$ cat src/rtl/dmem_rr_arbiter_pkg.sv
// Shared constants and types for the data-memory round-robin arbiter.
// The SC response encoding and access-op classification live here.
package dmem_rr_arbiter_pkg;

  localparam int unsigned DmemAddrw = 12;
  localparam int unsigned NCores    = 4;

  // SC.W result word (bit 0)
  localparam logic ScOk   = 1'b0;
  localparam logic ScFail = 1'b1;

  typedef enum logic [1:0] {
    OpNone,
    OpRead,
    OpWrite,
    OpScFail
  } op_e;

  // Index width that stays legal for a single hart.
  function automatic int unsigned idx_width(input int unsigned n);
    return (n > 1) ? unsigned'($clog2(n)) : 1;
  endfunction

endpackage

$ cat src/rtl/dmem_rr_arbiter_if.sv
// Hart-side and BRAM-side bus of the data-memory arbiter.
// Per-hart fields are flat vectors, hart k occupying slice k.
interface dmem_rr_arbiter_if #(
  parameter int unsigned NCORES = dmem_rr_arbiter_pkg::NCores,
  parameter int unsigned ADDRW  = dmem_rr_arbiter_pkg::DmemAddrw
);
  import dmem_rr_arbiter_pkg::*;

  logic [NCORES-1:0]       re_i;
  logic [NCORES-1:0]       we_i;
  logic [ADDRW*NCORES-1:0] addr_i;
  logic [32*NCORES-1:0]    wdata_i;
  logic [4*NCORES-1:0]     wstrb_i;
  logic [NCORES-1:0]       is_lr_i;
  logic [NCORES-1:0]       is_sc_i;
  logic [32*NCORES-1:0]    rdata_o;
  logic [NCORES-1:0]       stall_o;

  logic                    mem_en_o;
  logic [3:0]              mem_we_o;
  logic [ADDRW-1:0]        mem_addr_o;
  logic [31:0]             mem_wdata_o;
  logic [31:0]             mem_rdata_i;

  // Arbiter side
  modport slave (
    input  re_i, we_i, addr_i, wdata_i, wstrb_i, is_lr_i, is_sc_i, mem_rdata_i,
    output rdata_o, stall_o, mem_en_o, mem_we_o, mem_addr_o, mem_wdata_o
  );

  // Harts plus BRAM side
  modport master (
    output re_i, we_i, addr_i, wdata_i, wstrb_i, is_lr_i, is_sc_i, mem_rdata_i,
    input  rdata_o, stall_o, mem_en_o, mem_we_o, mem_addr_o, mem_wdata_o
  );

endinterface

$ cat src/rtl/dmem_rr_arbiter_rr_grant.sv
// Combinational round-robin picker: searches req starting at last+1 and
// returns a one-hot grant plus its encoded index.
module dmem_rr_arbiter_rr_grant #(
  parameter int unsigned NCORES = 4,
  parameter int unsigned IdxW   = 2
) (
  input  logic [NCORES-1:0] req,
  input  logic [IdxW-1:0]   last,
  output logic [NCORES-1:0] grant,
  output logic [IdxW-1:0]   idx
);
  import dmem_rr_arbiter_pkg::*;

  logic        found;
  int unsigned pos;

  always_comb begin
    grant = '0;
    idx   = '0;
    found = 1'b0;
    pos   = 0;
    for (int unsigned i = 1; i <= NCORES; i++) begin
      pos = (32'(last) + i) % NCORES;
      if (!found && req[pos]) begin
        found      = 1'b1;
        grant[pos] = 1'b1;
        idx        = IdxW'(pos);
      end
    end
  end

endmodule

$ cat src/rtl/dmem_rr_arbiter.sv
// Shares the single-port data BRAM among NCORES harts, one grant per cycle,
// and keeps per-hart LR/SC reservations snooped by every performed write.
module dmem_rr_arbiter #(
  parameter int unsigned NCORES = dmem_rr_arbiter_pkg::NCores,
  parameter int unsigned ADDRW  = dmem_rr_arbiter_pkg::DmemAddrw
) (
  input logic              clk_i,
  input logic              rst_ni,
  dmem_rr_arbiter_if.slave bus
);
  import dmem_rr_arbiter_pkg::*;

  localparam int unsigned IdxW = idx_width(NCORES);

  logic [NCORES-1:0]            req;
  logic [NCORES-1:0]            grant_raw;
  logic [NCORES-1:0]            grant;
  logic                         any_grant;
  logic [IdxW-1:0]              gidx;

  logic [ADDRW-1:0]             g_addr;
  logic [31:0]                  g_wdata;
  logic [3:0]                   g_wstrb;
  logic                         g_we;
  logic                         g_lr;
  logic                         g_sc;
  logic                         sc_ok;
  op_e                          op;

  logic [IdxW-1:0]              last_q, last_d;
  logic [NCORES-1:0]            resv_v_q, resv_v_d;
  logic [NCORES-1:0][ADDRW-1:0] resv_a_q, resv_a_d;
  logic                         resp_v_q, resp_v_d;
  logic [IdxW-1:0]              resp_id_q, resp_id_d;
  logic                         resp_sc_q, resp_sc_d;
  logic                         resp_fail_q, resp_fail_d;
  logic [NCORES-1:0][31:0]      hold_q, hold_d;
  logic [31:0]                  resp_data;
  logic [NCORES-1:0][31:0]      rdata;

  assign req = bus.re_i | bus.we_i;

  dmem_rr_arbiter_rr_grant #(
    .NCORES(NCORES),
    .IdxW  (IdxW)
  ) u_rr_grant (
    .req  (req),
    .last (last_q),
    .grant(grant_raw),
    .idx  (gidx)
  );

  // No grants while reset is asserted, so every requester sees a stall.
  assign grant     = rst_ni ? grant_raw : '0;
  assign any_grant = |grant;
  assign bus.stall_o = req & ~grant;

  // Decode the granted hart's request
  always_comb begin
    g_addr  = bus.addr_i[int'(gidx)*ADDRW +: ADDRW];
    g_wdata = bus.wdata_i[int'(gidx)*32 +: 32];
    g_wstrb = bus.wstrb_i[int'(gidx)*4 +: 4];
    g_we    = bus.we_i[gidx];
    g_lr    = bus.is_lr_i[gidx] & ~g_we;
    g_sc    = bus.is_sc_i[gidx] & g_we;
    sc_ok   = resv_v_q[gidx] & (resv_a_q[gidx] == g_addr);
    if (!any_grant) begin
      op = OpNone;
    end else if (g_sc && !sc_ok) begin
      op = OpScFail;
    end else if (g_we) begin
      op = OpWrite;
    end else begin
      op = OpRead;
    end
  end

  assign bus.mem_en_o    = (op == OpRead) || (op == OpWrite);
  assign bus.mem_we_o    = (op == OpWrite) ? g_wstrb : 4'b0000;
  assign bus.mem_addr_o  = g_addr;
  assign bus.mem_wdata_o = g_wdata;

  // Reservation table update
  always_comb begin
    resv_v_d = resv_v_q;
    resv_a_d = resv_a_q;
    if (op == OpWrite) begin
      // A performed write kills other harts' reservations on the same word.
      for (int unsigned j = 0; j < NCORES; j++) begin
        if ((IdxW'(j) != gidx) && (resv_a_q[j] == g_addr)) begin
          resv_v_d[j] = 1'b0;
        end
      end
    end
    if ((op == OpRead) && g_lr) begin
      resv_v_d[gidx] = 1'b1;
      resv_a_d[gidx] = g_addr;
    end
    if (any_grant && g_sc) begin
      resv_v_d[gidx] = 1'b0;
    end
  end

  always_comb begin
    last_d      = any_grant ? gidx : last_q;
    resp_v_d    = any_grant;
    resp_id_d   = gidx;
    resp_sc_d   = any_grant & g_sc;
    resp_fail_d = (op == OpScFail);
  end

  // Response path, one cycle after grant
  always_comb begin
    resp_data = resp_sc_q ? {31'b0, (resp_fail_q ? ScFail : ScOk)} : bus.mem_rdata_i;
    hold_d    = hold_q;
    if (resp_v_q) begin
      hold_d[resp_id_q] = resp_data;
    end
    for (int unsigned k = 0; k < NCORES; k++) begin
      rdata[k] = (resp_v_q && (resp_id_q == IdxW'(k))) ? resp_data : hold_q[k];
    end
  end

  assign bus.rdata_o = rdata;

  always_ff @(posedge clk_i or negedge rst_ni) begin
    if (!rst_ni) begin
      last_q      <= IdxW'(NCORES - 1);
      resv_v_q    <= '0;
      resv_a_q    <= '0;
      resp_v_q    <= 1'b0;
      resp_id_q   <= '0;
      resp_sc_q   <= 1'b0;
      resp_fail_q <= 1'b0;
      hold_q      <= '0;
    end else begin
      last_q      <= last_d;
      resv_v_q    <= resv_v_d;
      resv_a_q    <= resv_a_d;
      resp_v_q    <= resp_v_d;
      resp_id_q   <= resp_id_d;
      resp_sc_q   <= resp_sc_d;
      resp_fail_q <= resp_fail_d;
      hold_q      <= hold_d;
    end
  end

endmodule
$ cat src/flat_wrapper.sv
// flat-port wrapper written by rule: the top's interface ports become plain ports
module dmem_rr_arbiter_flat import dmem_rr_arbiter_pkg::*;
#(
  parameter int unsigned NCORES = dmem_rr_arbiter_pkg::NCores,
  parameter int unsigned ADDRW  = dmem_rr_arbiter_pkg::DmemAddrw
)
  (clk_i, rst_ni, bus_re_i, bus_we_i, bus_addr_i, bus_wdata_i, bus_wstrb_i, bus_is_lr_i, bus_is_sc_i, bus_mem_rdata_i, bus_rdata_o, bus_stall_o, bus_mem_en_o, bus_mem_we_o, bus_mem_addr_o, bus_mem_wdata_o);
  dmem_rr_arbiter_if #(.NCORES(NCORES), .ADDRW(ADDRW)) bus_i ();
  input logic clk_i;
  input logic rst_ni;
  input wire logic [$bits(bus_i.re_i)-1:0] bus_re_i;
  input wire logic [$bits(bus_i.we_i)-1:0] bus_we_i;
  input wire logic [$bits(bus_i.addr_i)-1:0] bus_addr_i;
  input wire logic [$bits(bus_i.wdata_i)-1:0] bus_wdata_i;
  input wire logic [$bits(bus_i.wstrb_i)-1:0] bus_wstrb_i;
  input wire logic [$bits(bus_i.is_lr_i)-1:0] bus_is_lr_i;
  input wire logic [$bits(bus_i.is_sc_i)-1:0] bus_is_sc_i;
  input wire logic [$bits(bus_i.mem_rdata_i)-1:0] bus_mem_rdata_i;
  output wire logic [$bits(bus_i.rdata_o)-1:0] bus_rdata_o;
  output wire logic [$bits(bus_i.stall_o)-1:0] bus_stall_o;
  output wire logic [$bits(bus_i.mem_en_o)-1:0] bus_mem_en_o;
  output wire logic [$bits(bus_i.mem_we_o)-1:0] bus_mem_we_o;
  output wire logic [$bits(bus_i.mem_addr_o)-1:0] bus_mem_addr_o;
  output wire logic [$bits(bus_i.mem_wdata_o)-1:0] bus_mem_wdata_o;
  assign bus_i.re_i = bus_re_i;
  assign bus_i.we_i = bus_we_i;
  assign bus_i.addr_i = bus_addr_i;
  assign bus_i.wdata_i = bus_wdata_i;
  assign bus_i.wstrb_i = bus_wstrb_i;
  assign bus_i.is_lr_i = bus_is_lr_i;
  assign bus_i.is_sc_i = bus_is_sc_i;
  assign bus_i.mem_rdata_i = bus_mem_rdata_i;
  assign bus_rdata_o = bus_i.rdata_o;
  assign bus_stall_o = bus_i.stall_o;
  assign bus_mem_en_o = bus_i.mem_en_o;
  assign bus_mem_we_o = bus_i.mem_we_o;
  assign bus_mem_addr_o = bus_i.mem_addr_o;
  assign bus_mem_wdata_o = bus_i.mem_wdata_o;
  dmem_rr_arbiter #(.NCORES(NCORES), .ADDRW(ADDRW)) u_core (.clk_i(clk_i), .rst_ni(rst_ni), .bus(bus_i));
endmodule
$ cat config.mk
export PLATFORM = sky130hd
export DESIGN_NAME = dmem_rr_arbiter_flat
export DESIGN_NICKNAME = d
export VERILOG_FILES = /design/src/rtl/dmem_rr_arbiter_pkg.sv /design/src/rtl/dmem_rr_arbiter_if.sv /design/src/rtl/dmem_rr_arbiter_rr_grant.sv /design/src/rtl/dmem_rr_arbiter.sv /design/src/flat_wrapper.sv
export SDC_FILE = /design/constraint.sdc
export NUM_CORES = 1
export LEC_CHECK = 0
export ABC_AREA = 1
export BUFFER_PORTS_ARGS = -buffer_cell sky130_fd_sc_hd__buf_2
export CAP_MARGIN = 20
export CORE_ASPECT_RATIO = 2
export CORE_UTILIZATION = 35
export DETAILED_ROUTE_END_ITERATION = 6
export GPL_ROUTABILITY_DRIVEN = 0
export SETUP_SLACK_MARGIN = 0.05
export SLEW_MARGIN = 0
export SYNTH_ARGS = -nofsm -noshare
export SYNTH_HDL_FRONTEND = slang
export SYNTH_SLANG_ARGS = --single-unit
$ cat constraint.sdc
create_clock -name clk_i -period 3.45 [get_ports clk_i]
set_input_delay 0.1725 -clock clk_i [delete_from_list [all_inputs] [get_ports clk_i]]
set_output_delay 0.1725 -clock clk_i [all_outputs]
set_load 0.005 [all_outputs]
==> out/results.tsv <==
stage	metric	value	unit
clock_network	CTS sink cnt	187	
synthesis	Yosys cell types	35	
global_route	initial antenna violation count	17	
run_status	failing checks	negative setup slack	
run_status	run status	complete, but fails checks	
clock_network	clk root buf	clkbuf_16	
timing	fin crit share	123.8	%
clock_network	total CTS buffers	17	
synthesis	register area share after synthesis	40.82	%
timing	Final Setup Violations	76	
critical_path	WP data arrival	4.10	ns
synthesis	EDFF count, synth	0	
synthesis	netlist area before placement	11470	um2
timing	Fin. Hold Viols	0	
critical_path	Worst R2R Path Depth	36	
synthesis	top-area cell type share of the netlist area	40.37	%
die	die area	33540	um2
die	Rows	93	
critical_path	crit path launch type	flip-flop	
drt	DRC viols	0	
synthesis	Synth Register Bits	187	
flow_run	max-capacitance violation count	0	
die	CORE AREA	32230	um2
synthesis	Mapped Nets	1719	
timing	unrepaired setup endpoints after global routing	yes	
die	Die H	258.0	um
finish	fin nets	2277	
placed_design	port bufs	422	
clock_network	clock tree buffer depth	2	
synthesis	syn_area_per_cell	7.823	um2
critical_path	CP Max Fanout	7	
synthesis	synthesized instance count	1466	
clock_network	clk_lat worst skew	0.46	ns
critical_path	critical path class	flip-flop to output port	
finish	non-filler cells, final	2475	
global_route	first-pass GRT wire length	77980	um
global_route	vias in the first global route	12703	
drt	routed via count	12791	
synthesis	Post-synth top cells	484 x nand2_1, 185 x dfrtp_1, 143 x inv_1	
finish	Layout area overhead	48.82	%
worst_hold_path	worst hold path class	input pin to flip-flop	
clock_network	CTS tree	yes	
drt	Iter 0 DRT Violations	977	
clock_network	clk slew on worst S/H paths	0.08	ns
timing	Sum Neg Setup Slack	-38.19	ns
drt	TritonRoute pass-1 iters	7	
critical_path	slowest stage cell, crit path	dfstp_2	
timing	Final Max Tran Viols	0	
die	die span in x	130	um
critical_path	Top cell by count, worst path	nand2_1	
placed_design	placed cells	2367	
synthesis	cells taking the most area after synthesis	dfrtp_1 40%, nand2_1 16%, mux2_2 13%	
finish	layout cells sized above 1	46.05	%
drt	Routed WL per cell	22.21	um
timing	actual slew at the worst max-slew pin	0.8618	ns
drt	DRT Wirelength	54980	um
critical_path	critical path endpoint category	output port	
critical_path	required time of the critical path	3.28	ns
clock_network	Clock H-tree levels	4	
drt	vias per inst	5.168	
finish	Layout fillers	3027	
timing	post-route minimum period	4.272	ns
timing	Hold WS	0.1644	ns
synthesis	most frequent cell after synthesis	nand2_1	
synthesis	post-synth top area cell	dfrtp_1	
placed_design	DP Worst Slack	-0.5404	ns
global_route	all-layer global routing usage	32.33	%
global_route	total gr overflow	0	
timing	Slew headroom	42.54	%
synthesis	ys flop type	dfrtp_1	
critical_path	slowest stage delay, CP	0.55	ns
timing	Final WS setup	-0.8218	ns
synthesis	Synthesis Warnings	0	
timing	Worst Clk Skew	0.01646	ns
die	Initial Utilization	35.58	%
die	Ports	423	
timing	Max Freq	234.1	MHz
drt	Final ANT Viol Nets	0	
worst_hold_path	WHS Path Cells	3	
placed_design	Post-DP HPWL	39690	um
synthesis	Synth async-reset ratio	100.0	%
global_route	largest net degree at the start of global routing	61	
-- cells in the final DEF (no fill, tap or decap), types with 4 or more instances in the layout --
master     Yosys  routed
a21oi_1       16      12
a21oi_2        4       6
a22oi_1       41      32
a22oi_2        0       9
buf_12         0      22
buf_16         0      11
buf_2         17     417
buf_4          3     124
buf_6         15      21
buf_8          0       4
clkbuf_16      0      20
clkinv_8       0       5
dfrtp_1      185     185
diode_2        0      11
ha_1          11       8
inv_1        143     135
inv_2          2       8
inv_8          0       5
mux2_2       129     129
nand2_1      484     441
nand2_2       21      54
nand2_4        7      12
nand2_8        0       5
nand3_1      135     113
nand3_2        1      17
nand3_4        0       6
nand3b_1       7       7
nor2_1        97      92
nor2_2        11       5
nor2_4         3      16
nor3_2         0       4
o21ai_0       25      18
o21ai_1       35      41
o21ai_2       18      19
o22ai_1        5       5
-- area by class of cell --
type                    instances  area (um2)  share of cell area (%)
diodes                         11       27.53                  0.1613
flip-flops and latches        187        4682                   27.43
repair buffers                607        4254                   24.92
multi-input cells            1065        6404                   37.52
well taps                     427       534.3                   3.130
clock inverters                15       187.7                   1.100
inverters                     146       553.0                   3.240
clock buffers                  17       425.4                   2.492
-- registers in the layout, indices dropped and copies added, names as in the netlist --
name / count
u_core.last_q: 2
u_core.resv_a_q: 48
u_core.resp_fail_q: 1
u_core.resv_v_q: 4
u_core.hold_q: 128
u_core.resp_v_q: 1
u_core.resp_sc_q: 1
u_core.resp_id_q: 2
-- through the flow --
stage / util, % / instance area, um2
global placement: 46.45 / 14970
finish: 52.95 / 17070
detailed placement: 46.45 / 14970
CTS: 51.92 / 16740
floorplan: - / 11620
global route: 52.91 / 17050
-- metal layers --
layer | GRT usage, % | routed length (um)
met1 | 32.82 | 18760
met2 | 55.26 | 27620
met3 | 9.260 | 4409
met4 | 24.19 | 4096
met5 | 0 | 103
-- repair_timing --
action,4_1_cts,5_1_grt
pin swaps,39,36
gates cloned,15,4
endpoints found under the hold margin,40,0
hold buffers,1,0
setup endpoints to repair,89,90
resized for setup,100,44
buffers inserted,38,9
-- worst max-delay path: cells and delay by family (launching register included) --
| kind | cells | cell delay, ns |
|---|---|---|
| simple gates | 18 | 1.74 |
| buf+inv | 10 | 1.09 |
| flops | 1 | 0.55 |
| fa+ha+maj | 1 | 0.14 |
| compound gates | 1 | 0.11 |
-- path summary, 6_finish.rpt --
check | from | endpoint | slack (ns)
worst max register to register | u_core.last_q[0] | u_core.resv_v_q[1] | -0.80
min in group asynchronous | rst_ni | u_core.resv_a_q[30] | 0.21
worst min register to register | u_core.hold_q[87] | u_core.hold_q[87] | 0.50
max in group asynchronous | rst_ni | u_core.hold_q[72] | 1.63
worst min-delay path | bus_mem_rdata_i[0] | u_core.hold_q[32] | 0.16
worst max-delay path | u_core.last_q[0] | bus_mem_we_o[1] | -0.82
-- logic make-up after synthesis --
family,after synthesis,share of synthesized area (%)
buf+inv,216,8.335
xor+xnor,1,0.07638
simple gates,775,28.75
fa+ha+maj,11,1.200
mux,129,12.67
compound gates,147,8.150
flops,187,40.82
Power is left out: the tool's default activity adds up to more than one toggle a clock period on the data nets, which glitch-free logic cannot reach.
